### config.mk
export PLATFORM = sky130hd
export DESIGN_NAME = down_convert_corr
export DESIGN_NICKNAME = d
export VERILOG_FILES = /design/src/rtl/down_convert_pkg.sv /design/src/rtl/down_convert_corr_accum.sv /design/src/rtl/down_convert_corr.sv
export SDC_FILE = /design/constraint.sdc
export NUM_CORES = 2
export LEC_CHECK = 0
export ABC_AREA = 0
export CAP_MARGIN = 30
export CORE_AREA = 2 2 320 259
export DETAILED_ROUTE_END_ITERATION = 16
export DIE_AREA = 0 0 322 261
export PLACE_DENSITY = 0.67
export SLEW_MARGIN = 5
export SYNTH_ARGS = -nofsm -noshare
export SYNTH_HDL_FRONTEND = slang
export SYNTH_SLANG_ARGS = --single-unit
### constraint.sdc
create_clock -name clk -period 19.55 [get_ports clk]
set_input_delay 3.91 -clock clk [delete_from_list [all_inputs] [get_ports clk]]
set_output_delay 3.91 -clock clk [all_outputs]
set_load 0.01 [all_outputs]
### src/rtl/down_convert_pkg.sv
// Shared constants and helpers for the down_convert_corr correlator.
//   - default width localparams for the correlator parameters
//   - code tap index constants (Early / Prompt / Late)
//   - sat_add: signed add clamped to a caller-chosen width
package down_convert_pkg;

    localparam int IF_W_DEF  = 2;
    localparam int NCO_W_DEF = 16;
    localparam int ACC_W_DEF = 32;
    localparam int N_TAP_DEF = 3;
    localparam int CNT_W_DEF = 16;

    localparam int TAP_E = 0;
    localparam int TAP_P = 1;
    localparam int TAP_L = 2;

    // Adds in 64 bits and clamps to the signed range of a w-bit word.
    // The operands must already fit in w bits (w <= 62), so the 64-bit
    // add itself never overflows.
    function automatic logic signed [63:0] sat_add(
        input logic signed [63:0] a,
        input logic signed [63:0] b,
        input int unsigned        w
    );
        logic signed [63:0] sum;
        logic signed [63:0] hi;
        logic signed [63:0] lo;
        sum = a + b;
        hi  = (64'sd1 <<< (w - 1)) - 64'sd1;
        lo  = -(64'sd1 <<< (w - 1));
        if (sum > hi)      sat_add = hi;
        else if (sum < lo) sat_add = lo;
        else               sat_add = sum;
    endfunction

endpackage

### src/rtl/down_convert_corr_accum.sv
// corr_accum: one I/Q integrate-and-dump accumulator pair for one code tap.
// Macro DOWN_CONVERT_SAT_EN selects saturating updates; otherwise wrap.
// Ports:
//   clk, reset          clock, asynchronous active-high reset
//   valid_i             mixed sample present this cycle
//   dump_i              last sample of epoch (qualified by valid_i)
//   chip_i              code chip for this tap: 1 -> +1, 0 -> -1
//   mi_i, mq_i          carrier-mixed I/Q products
//   sum_i_o, sum_q_o    accumulator value including the current term
module corr_accum
    import down_convert_pkg::*;
#(
    parameter int M_W   = 18,
    parameter int ACC_W = 32
) (
    input  logic                    clk,
    input  logic                    reset,
    input  logic                    valid_i,
    input  logic                    dump_i,
    input  logic                    chip_i,
    input  logic signed [M_W-1:0]   mi_i,
    input  logic signed [M_W-1:0]   mq_i,
    output logic signed [ACC_W-1:0] sum_i_o,
    output logic signed [ACC_W-1:0] sum_q_o
);

    logic signed [ACC_W-1:0] acc_i_q, acc_q_q;
    logic signed [63:0]      mi_ext, mq_ext;

    assign mi_ext = 64'(mi_i);
    assign mq_ext = 64'(mq_i);

`ifdef DOWN_CONVERT_SAT_EN
    logic signed [63:0] term_i, term_q;
    assign term_i  = chip_i ? mi_ext : -mi_ext;
    assign term_q  = chip_i ? mq_ext : -mq_ext;
    assign sum_i_o = ACC_W'(sat_add(64'(acc_i_q), term_i, ACC_W));
    assign sum_q_o = ACC_W'(sat_add(64'(acc_q_q), term_q, ACC_W));
`else
    // Negate after sign-extension so the most negative product negates cleanly.
    logic signed [ACC_W-1:0] term_i, term_q;
    assign term_i  = chip_i ? ACC_W'(mi_ext) : -(ACC_W'(mi_ext));
    assign term_q  = chip_i ? ACC_W'(mq_ext) : -(ACC_W'(mq_ext));
    assign sum_i_o = acc_i_q + term_i;
    assign sum_q_o = acc_q_q + term_q;
`endif

    // NOTE: sequential state uses non-blocking assignments so every flop
    // samples pre-edge values regardless of process ordering.
    always_ff @(posedge clk or posedge reset) begin
        if (reset) begin
            acc_i_q <= '0;
            acc_q_q <= '0;
        end else if (valid_i) begin
            // The dump sample is handed out via sum_*_o; integration restarts at 0.
            acc_i_q <= dump_i ? '0 : sum_i_o;
            acc_q_q <= dump_i ? '0 : sum_q_o;
        end
    end

endmodule

### src/rtl/down_convert_corr.sv
// down_convert_corr: multi-tap carrier/code wipe-off integrate-and-dump
// correlator. Stage 1 mixes IF with the carrier NCO; stage 2 applies each
// tap's code sign and integrates. Dumps latch into a held output register
// with a valid/ready handshake.
// Macro DOWN_CONVERT_SAT_EN: saturating accumulators (default: wrap).
// Ports:
//   clk, reset                 clock, asynchronous active-high reset
//   in_valid, if_in            sample qualifier and signed IF sample
//   cos_phase, sin_phase       signed carrier NCO outputs
//   code_taps                  per-tap code chip (1 -> +1, 0 -> -1)
//   dump                       last sample of epoch, only with in_valid
//   out_valid, out_ready       output handshake
//   i_acc, q_acc               latched integrals, tap k at [k*ACC_W +: ACC_W]
//   epoch_cnt                  samples integrated in the latched epoch
//   overrun                    pulse: unread output was overwritten
module down_convert_corr
    import down_convert_pkg::*;
#(
    parameter int IF_W  = IF_W_DEF,
    parameter int NCO_W = NCO_W_DEF,
    parameter int ACC_W = ACC_W_DEF,
    parameter int N_TAP = N_TAP_DEF,
    parameter int CNT_W = CNT_W_DEF
) (
    input  logic                     clk,
    input  logic                     reset,
    input  logic                     in_valid,
    input  logic signed [IF_W-1:0]   if_in,
    input  logic signed [NCO_W-1:0]  cos_phase,
    input  logic signed [NCO_W-1:0]  sin_phase,
    input  logic [N_TAP-1:0]         code_taps,
    input  logic                     dump,
    output logic                     out_valid,
    input  logic                     out_ready,
    output logic [N_TAP*ACC_W-1:0]   i_acc,
    output logic [N_TAP*ACC_W-1:0]   q_acc,
    output logic [CNT_W-1:0]         epoch_cnt,
    output logic                     overrun
);

    localparam int M_W = IF_W + NCO_W;
    localparam logic [CNT_W-1:0] CNT_MAX = '1;

    // Stage 1: mixer products with their qualifiers.
    logic signed [M_W-1:0] mi_q, mq_q;
    logic [N_TAP-1:0]      taps_q;
    logic                  valid_q, dump_q;

    always_ff @(posedge clk or posedge reset) begin
        if (reset) begin
            mi_q    <= '0;
            mq_q    <= '0;
            taps_q  <= '0;
            valid_q <= 1'b0;
            dump_q  <= 1'b0;
        end else begin
            mi_q    <= M_W'(if_in) * M_W'(cos_phase);
            mq_q    <= M_W'(if_in) * M_W'(sin_phase);
            taps_q  <= code_taps;
            valid_q <= in_valid;
            dump_q  <= dump;
        end
    end

    // Stage 2: per-tap integrators.
    logic signed [ACC_W-1:0] sum_i [N_TAP];
    logic signed [ACC_W-1:0] sum_q [N_TAP];

    for (genvar k = 0; k < N_TAP; k++) begin : g_tap
        corr_accum #(.M_W(M_W), .ACC_W(ACC_W)) u_accum (
            .clk     (clk),
            .reset   (reset),
            .valid_i (valid_q),
            .dump_i  (dump_q),
            .chip_i  (taps_q[k]),
            .mi_i    (mi_q),
            .mq_i    (mq_q),
            .sum_i_o (sum_i[k]),
            .sum_q_o (sum_q[k])
        );
    end

    // Sample counter, epoch latch and handshake.
    logic                   dump_fire;
    logic [CNT_W-1:0]       cnt_q, cnt_d, cnt_inc;
    logic                   out_valid_q, out_valid_d;
    logic                   overrun_q, overrun_d;
    logic [N_TAP*ACC_W-1:0] i_out_q, q_out_q;
    logic [CNT_W-1:0]       epoch_q;

    assign dump_fire = valid_q & dump_q;
    assign cnt_inc   = (cnt_q == CNT_MAX) ? cnt_q : cnt_q + 1'b1;

    // NOTE: every always_comb output gets a default first, so no path
    // leaves a signal unassigned and no latch is inferred.
    always_comb begin
        cnt_d       = cnt_q;
        out_valid_d = out_valid_q;
        overrun_d   = 1'b0;
        if (dump_fire) begin
            cnt_d       = '0;
            out_valid_d = 1'b1;
            // A handshake in the same cycle frees the register: no overrun.
            overrun_d   = out_valid_q & ~out_ready;
        end else begin
            if (valid_q) cnt_d = cnt_inc;
            if (out_valid_q && out_ready) out_valid_d = 1'b0;
        end
    end

    always_ff @(posedge clk or posedge reset) begin
        if (reset) begin
            cnt_q       <= '0;
            out_valid_q <= 1'b0;
            overrun_q   <= 1'b0;
            i_out_q     <= '0;
            q_out_q     <= '0;
            epoch_q     <= '0;
        end else begin
            cnt_q       <= cnt_d;
            out_valid_q <= out_valid_d;
            overrun_q   <= overrun_d;
            if (dump_fire) begin
                for (int k = 0; k < N_TAP; k++) begin
                    i_out_q[k*ACC_W +: ACC_W] <= sum_i[k];
                    q_out_q[k*ACC_W +: ACC_W] <= sum_q[k];
                end
                epoch_q <= cnt_inc;
            end
        end
    end

    assign out_valid = out_valid_q;
    assign overrun   = overrun_q;
    assign i_acc     = i_out_q;
    assign q_acc     = q_out_q;
    assign epoch_cnt = epoch_q;

endmodule

Word-level counts from Yosys, hierarchy flattened
Cells that the tools add are included.
{ "word_totals": {"reg_bits": 459, "wordCells": 53, "out_inout_bits": 210, "inputBits": 42} }
{ "classes": {"n_bitwise": 3, "mux": 18, "n_eq_ne": 1, "n_reduce_logical": 3, "addsub": 9, "n_mul": 2} }
{ "op_table": {"columns": ["cell", "count"], "rows": [
  ["two-way mux 32 bit", 12],
  ["adder 32 bit", 6],
  ["negator 18 -> 32 bit", 2],
  ["two-way mux 16 bit", 3],
  ["multiplier 2 x 16 -> 18 bit", 2],
  ["adder 16 x 1 -> 16 bit, second input constant", 1],
  ["equality test 16 bit, second input constant", 1],
  ["nonzero test 2 bit", 2],
  ["two-way mux 1 bit", 3],
  ["AND 1 bit", 2],
  ["logical AND 1 bit", 1],
  ["inverter 1 bit", 1]
]} }

Longest topological paths before layout
{ "logic_depth": {"depth_word": 4, "depth_mapped": 20, "mapped_depth_nobuf": 19} }

By module
From an unflattened synthesis, not the netlist that was laid out.
{ "hier_totals": {"cells_unflattened": 3855, "area_unflattened_um2": 33176.8} }
{ "modules_own_cells": {"columns": ["module", "n_inst", "area_per_inst_um2", "cells_each", "seq_area_each_um2"], "rows": [
  ["down_convert_corr", 1, 12276.8, 1354, 6681.4],
  ["corr_accum (g_tap[1].u_accum)", 1, 7239.4, 896, 1601.5],
  ["corr_accum (g_tap[0].u_accum)", 1, 7100.6, 835, 1601.5],
  ["corr_accum (g_tap[2].u_accum)", 1, 6560.0, 770, 1601.5]
]} }

Worst setup path after synthesis
No wires, ideal clock.
{ "synth_path": {"path_type": "input to register", "start": "in if_in[0]", "end": "reg mq_q[16]", "t_arrival_ns": 6.820, "cell_stages": 14, "required_time_ns": 19.470, "setup_ns": 0.080, "setup_slack_ns": 12.650, "path_buffers": 1, "path_cell_list": "clkbuf_1 and2_1 fa_1 ha_1 fa_1 a21o_1 a21oi_1 nor2_1 o21a_1 o311ai_0 nand4_1 a31o_2 a21oi_1 xnor2_1"} }
{ "synth_between": {"elab_chain_cells": 1} }
{ "synth_rtl": {"columns": ["item", "line_no", "text"], "rows": [
  ["start, declared", "down_convert_corr.sv:28", "input logic signed [IF_W-1:0] if_in,"],
  ["multiplier 2 x 16 -> 18 bit", "down_convert_corr.sv:58", "mq_q <= M_W'(if_in) * M_W'(sin_phase);"],
  ["end signal, assigned", "down_convert_corr.sv:58", null],
  ["end, declared", "down_convert_corr.sv:45", "logic signed [M_W-1:0] mi_q, mq_q;"]
]} }
Every way passes these cells.
A chain may end at the register's enable or synchronous reset.

Worst setup path after layout
Same ends and word-level chain as after synthesis.

==> run_summary.xml <==
<?xml version="1.0" encoding="UTF-8"?>
<metrics>
  <group name="floorplan">
    <metric name="fp.dieArea" unit="µm²">84040</metric>
    <metric name="rows" unit="">94</metric>
    <metric name="initial_core_util" unit="%">37.62</metric>
    <metric name="die-width" unit="µm">322</metric>
    <metric name="fp.dieH" unit="µm">261</metric>
    <metric name="io_pins" unit="">252</metric>
    <metric name="design.core.area" unit="µm²">81150</metric>
  </group>
  <group name="synth">
    <metric name="postSynthCellCount" unit="">3338</metric>
    <metric name="netlist-cell-type-count" unit="">86</metric>
    <metric name="synthesis.area" unit="µm²">30530</metric>
    <metric name="syn-mean-instance-area" unit="µm²">9.147</metric>
    <metric name="synthesis.yosys.warnings" unit="">0</metric>
    <metric name="synth_flop_cell" unit="">dfrtp_1</metric>
    <metric name="fraction_of_registers_with_async_set_reset" unit="%">100.0</metric>
    <metric name="postSynthNetCount" unit="">3679</metric>
    <metric name="synth_edf_count" unit="">0</metric>
    <metric name="sequential_area_share_after_synthesis" unit="%">37.62</metric>
    <metric name="number_of_storage_elements_in_the_synthesis_netlist" unit="">459</metric>
  </group>
  <group name="cts">
    <metric name="clockBufferDepth" unit="">3</metric>
    <metric name="cts_root_buffer" unit="">clkbuf_16</metric>
    <metric name="clk_slew_on_worst_s_h_paths" unit="ns">0.06</metric>
    <metric name="number_of_buffers_added_by_the_clock_tree_synthesis_step" unit="">52</metric>
    <metric name="clk_latency" unit="ns">0.62</metric>
    <metric name="cts.repair_timing.setup_buffer_count" unit="">0</metric>
    <metric name="tritoncts_num_sinks" unit="">459</metric>
    <metric name="ctsHtreeMaxLevel" unit="">2</metric>
    <metric name="cts_tree" unit="">built</metric>
    <metric name="cts_hold_buffers" unit="">0</metric>
    <metric name="postCtsResizedCells" unit="">0</metric>
  </group>
  <group name="timing">
    <metric name="finalWorstPathRequiredPeriod" unit="ns">7.536</metric>
    <metric name="clock_skew" unit="ns">0.03214</metric>
    <metric name="fmaxAchievable" unit="MHz">132.7</metric>
    <metric name="rsz0062_at_grt" unit="">no</metric>
    <metric name="timing.max_slew.rel_slack" unit="%">37.65</metric>
    <metric name="finalSetupViolations" unit="">0</metric>
    <metric name="finalSetupTns" unit="ns">0</metric>
    <metric name="drv_slew" unit="">0</metric>
    <metric name="tightest_pin_transition" unit="ns">0.9232</metric>
    <metric name="report.final.hold_viol_count" unit="">0</metric>
    <metric name="final.period_utilization" unit="%">38.55</metric>
  </group>
  <group name="cells_and_area">
    <metric name="syn_to_final_growth" unit="%">17.56</metric>
    <metric name="postLayoutCoreUtil" unit="%">44.23</metric>
    <metric name="design_area" unit="µm²">35890</metric>
    <metric name="fillerInstances" unit="">7859</metric>
    <metric name="antenna_cells" unit="">0</metric>
    <metric name="finalNetCount" unit="">3844</metric>
    <metric name="drive_gt1_share" unit="%">4.853</metric>
    <metric name="post_layout_nonfiller_instances" unit="">4600</metric>
  </group>
  <group name="global_route">
    <metric name="grt_max_degree" unit="">151</metric>
    <metric name="grt_first_pass_wirelength" unit="µm">135000</metric>
    <metric name="track_usage" unit="%">20.09</metric>
    <metric name="globalRoute.totalOverflow" unit="">0</metric>
    <metric name="antenna_found_initial" unit="">3</metric>
    <metric name="first_global_vias" unit="">23680</metric>
  </group>
  <group name="critical_path">
    <metric name="critical_path.cell_chain" unit="">clkdlybuf4s50_1, and2_1, fa_1, ha_1, fa_1, a21o_1, a21oi_1, nor2_1, o21a_1, o311ai_0, nand4_1, a31o_2, a21oi_1, xnor2_1</metric>
    <metric name="timing.critical_path.required" unit="ns">20.09</metric>
    <metric name="worst-r2r-setup-slack" unit="ns">13.41</metric>
    <metric name="timing.setup.critical_path_class" unit="">in2reg</metric>
    <metric name="regToRegStartpoint" unit="">mq_q[0]</metric>
    <metric name="crit_path_end_kind" unit="">flip-flop</metric>
    <metric name="crit_slowest_cell" unit="">clkdlybuf4s50_1</metric>
    <metric name="timing.rr.end" unit="">q_acc[29]</metric>
    <metric name="cp_data_arrival_time" unit="ns">8.08</metric>
    <metric name="crit_path_start_kind" unit="">input pin</metric>
    <metric name="critical_path_peak_fanout" unit="">34</metric>
    <metric name="worst_path_largest_cell_delay" unit="ns">0.91</metric>
    <metric name="rr_worst_depth" unit="">19</metric>
  </group>
  <group name="pwr">
    <metric name="max_rail_drop_vdd" unit="mV">0.07030</metric>
    <metric name="total_power" unit="mW">5.546</metric>
    <metric name="cellPowerDensity" unit="nW/µm²">154.5</metric>
    <metric name="leak_pwr" unit="nW">16.26</metric>
  </group>
  <group name="outcome">
    <metric name="outcome" unit="">complete, no violations</metric>
  </group>
  <group name="routing">
    <metric name="drt.antenna.violating_nets" unit="">0</metric>
    <metric name="route.detailed.wl_per_inst" unit="µm">18.69</metric>
    <metric name="drt_first_pass_iters" unit="">5</metric>
    <metric name="drtIter0Drc" unit="">1607</metric>
    <metric name="routed_via_density" unit="">5.470</metric>
    <metric name="num_vias" unit="">25160</metric>
    <metric name="drt_wl_total" unit="µm">85960</metric>
    <metric name="drt_drc_violations_left" unit="">0</metric>
  </group>
  <group name="place">
    <metric name="dp_hpwl" unit="µm">62290</metric>
    <metric name="postPlaceCellArea" unit="µm²">33930</metric>
    <metric name="dp_cells" unit="">4498</metric>
    <metric name="buffer_ports.inserted" unit="">251</metric>
    <metric name="globalplace.congestion" unit="">0.9156</metric>
  </group>
  <group name="worst_hold_path">
    <metric name="worst_hold_path.num_cells" unit="">2</metric>
    <metric name="worst_hold_startpoint" unit="">q_acc[20]</metric>
    <metric name="hold_class" unit="">reg2reg</metric>
    <metric name="holdPathEnd" unit="">q_acc[20]</metric>
  </group>
  <group name="flow_run">
    <metric name="max-cap-violations" unit="">0</metric>
  </group>
</metrics>
[sequential cells by signal, indices dropped and copies added, names as in the netlist]
register	count
cnt_q	16
dump_q	1
epoch_cnt	16
g_tap.u_accum.acc_i_q	96
g_tap.u_accum.acc_q_q	96
i_acc	96
mi_q	18
mq_q	18
out_valid	1
overrun	1
q_acc	96
taps_q	3
valid_q	1
[critical path: cells and delay by family]
kind                     cells  cell delay [ns]
AO/OA/AOI/OAI                6             1.42
XOR/XNOR                     1             0.13
AND/OR/NAND/NOR              3             0.59
adder cells (fa/ha/maj)      3             1.10
buffers and inverters        1             0.91
[kinds of logic after synthesis]
family,Yosys count,share of synthesized area [%]
compound gates,1081,23.13
mux,17,0.5942
flops,459,37.62
xor+xnor,308,8.835
fa+ha+maj,299,12.50
simple gates,915,14.08
buf+inv,259,3.237
[stage by stage]
| stage | worst slack [ns] | hold slack [ns] |
|---|---|---|
| global route | 11.60 | 0.5006 |
| CTS | 11.96 | 0.4834 |
| floorplan | 2.843 | 0.4505 |
| global placement | 11.29 | 0.4621 |
| detailed placement | 11.30 | 0.4641 |
| finish | 12.01 | 0.4745 |
[where the power goes]
part           internal, mW  switching (mW)  leakage (nW)  total, mW
registers              1.32           0.270          5.85       1.59
logic                  1.27            1.66          9.54       2.93
clock network         0.601           0.432         0.866       1.03
[cell usage after synthesis, drive strengths merged (60+ instances only)]
| master | count | area (µm²) |
|---|---|---|
| dfrtp | 459 | 11490 |
| inv | 88 | 330.3 |
| clkbuf | 145 | 544.3 |
| and2 | 60 | 375.4 |
| ha | 289 | 3616 |
| xnor2 | 123 | 1077 |
| a21o | 79 | 593.1 |
| a21oi | 189 | 945.9 |
| nand2 | 359 | 1348 |
| xor2 | 185 | 1620 |
| nor2 | 210 | 788.3 |
| o21ai | 375 | 1881 |
| o2bb2ai | 183 | 1603 |
[layout make-up]
type	instances	area (µm²)	share of cell area, %
Sequential cell	459	11490	32.01
Clock inverter	29	316.6	0.8819
Multi-Input combinational cell	2620	18070	50.36
Timing Repair Buffer	280	2865	7.983
Clock buffer	66	1475	4.110
Tap cell	1056	1321	3.681
Inverter	90	350.3	0.9761
[worst max-delay path by stage]
stage	from	to	slack (ns)	cells after the start
after detailed placement	if_in[0]	mq_q[16]	11.30	14
after floorplan	reset	cnt_q[0]	2.84	1
after global routing	if_in[0]	mq_q[16]	11.60	14
after global placement	if_in[1]	mq_q[16]	11.29	14
final	if_in[0]	mq_q[16]	12.01	14
after CTS	if_in[0]	mq_q[16]	11.96	14
[layer usage]
metal	part of all wire, %	GRT usage [%]	vias up
met1	51	31.40	12040
met3	7.8	4.447	80
met2	40	28.29	688
met4	1.2	3.336	2
li1	-	-	12350
met5	0.015	0	-
[cell usage in the layout, fill, tap and decap left out, drive strengths merged, types with 10 or more instances in the layout]
cell and instances:
nor2 210, clkbuf 66, clkdlybuf4s50 251, nand3 42, ha 289, and2 60
o211ai 18, dfrtp 459, o21ai 375, nor3b 10, a211oi 21, o31ai 34
buf 29, nand2 359, clkinv 13, a21o 79, o21a 22, xor2 185
a21oi 189, xnor2 123, nand4 24, or3 22, nor3 40, o21bai 31
inv 93, and3 22, nand2b 22, or2 15, o2bb2ai 183, nor4 12
fa 10, a31oi 21, nor2b 52
(Power assumes the default switching activity.)
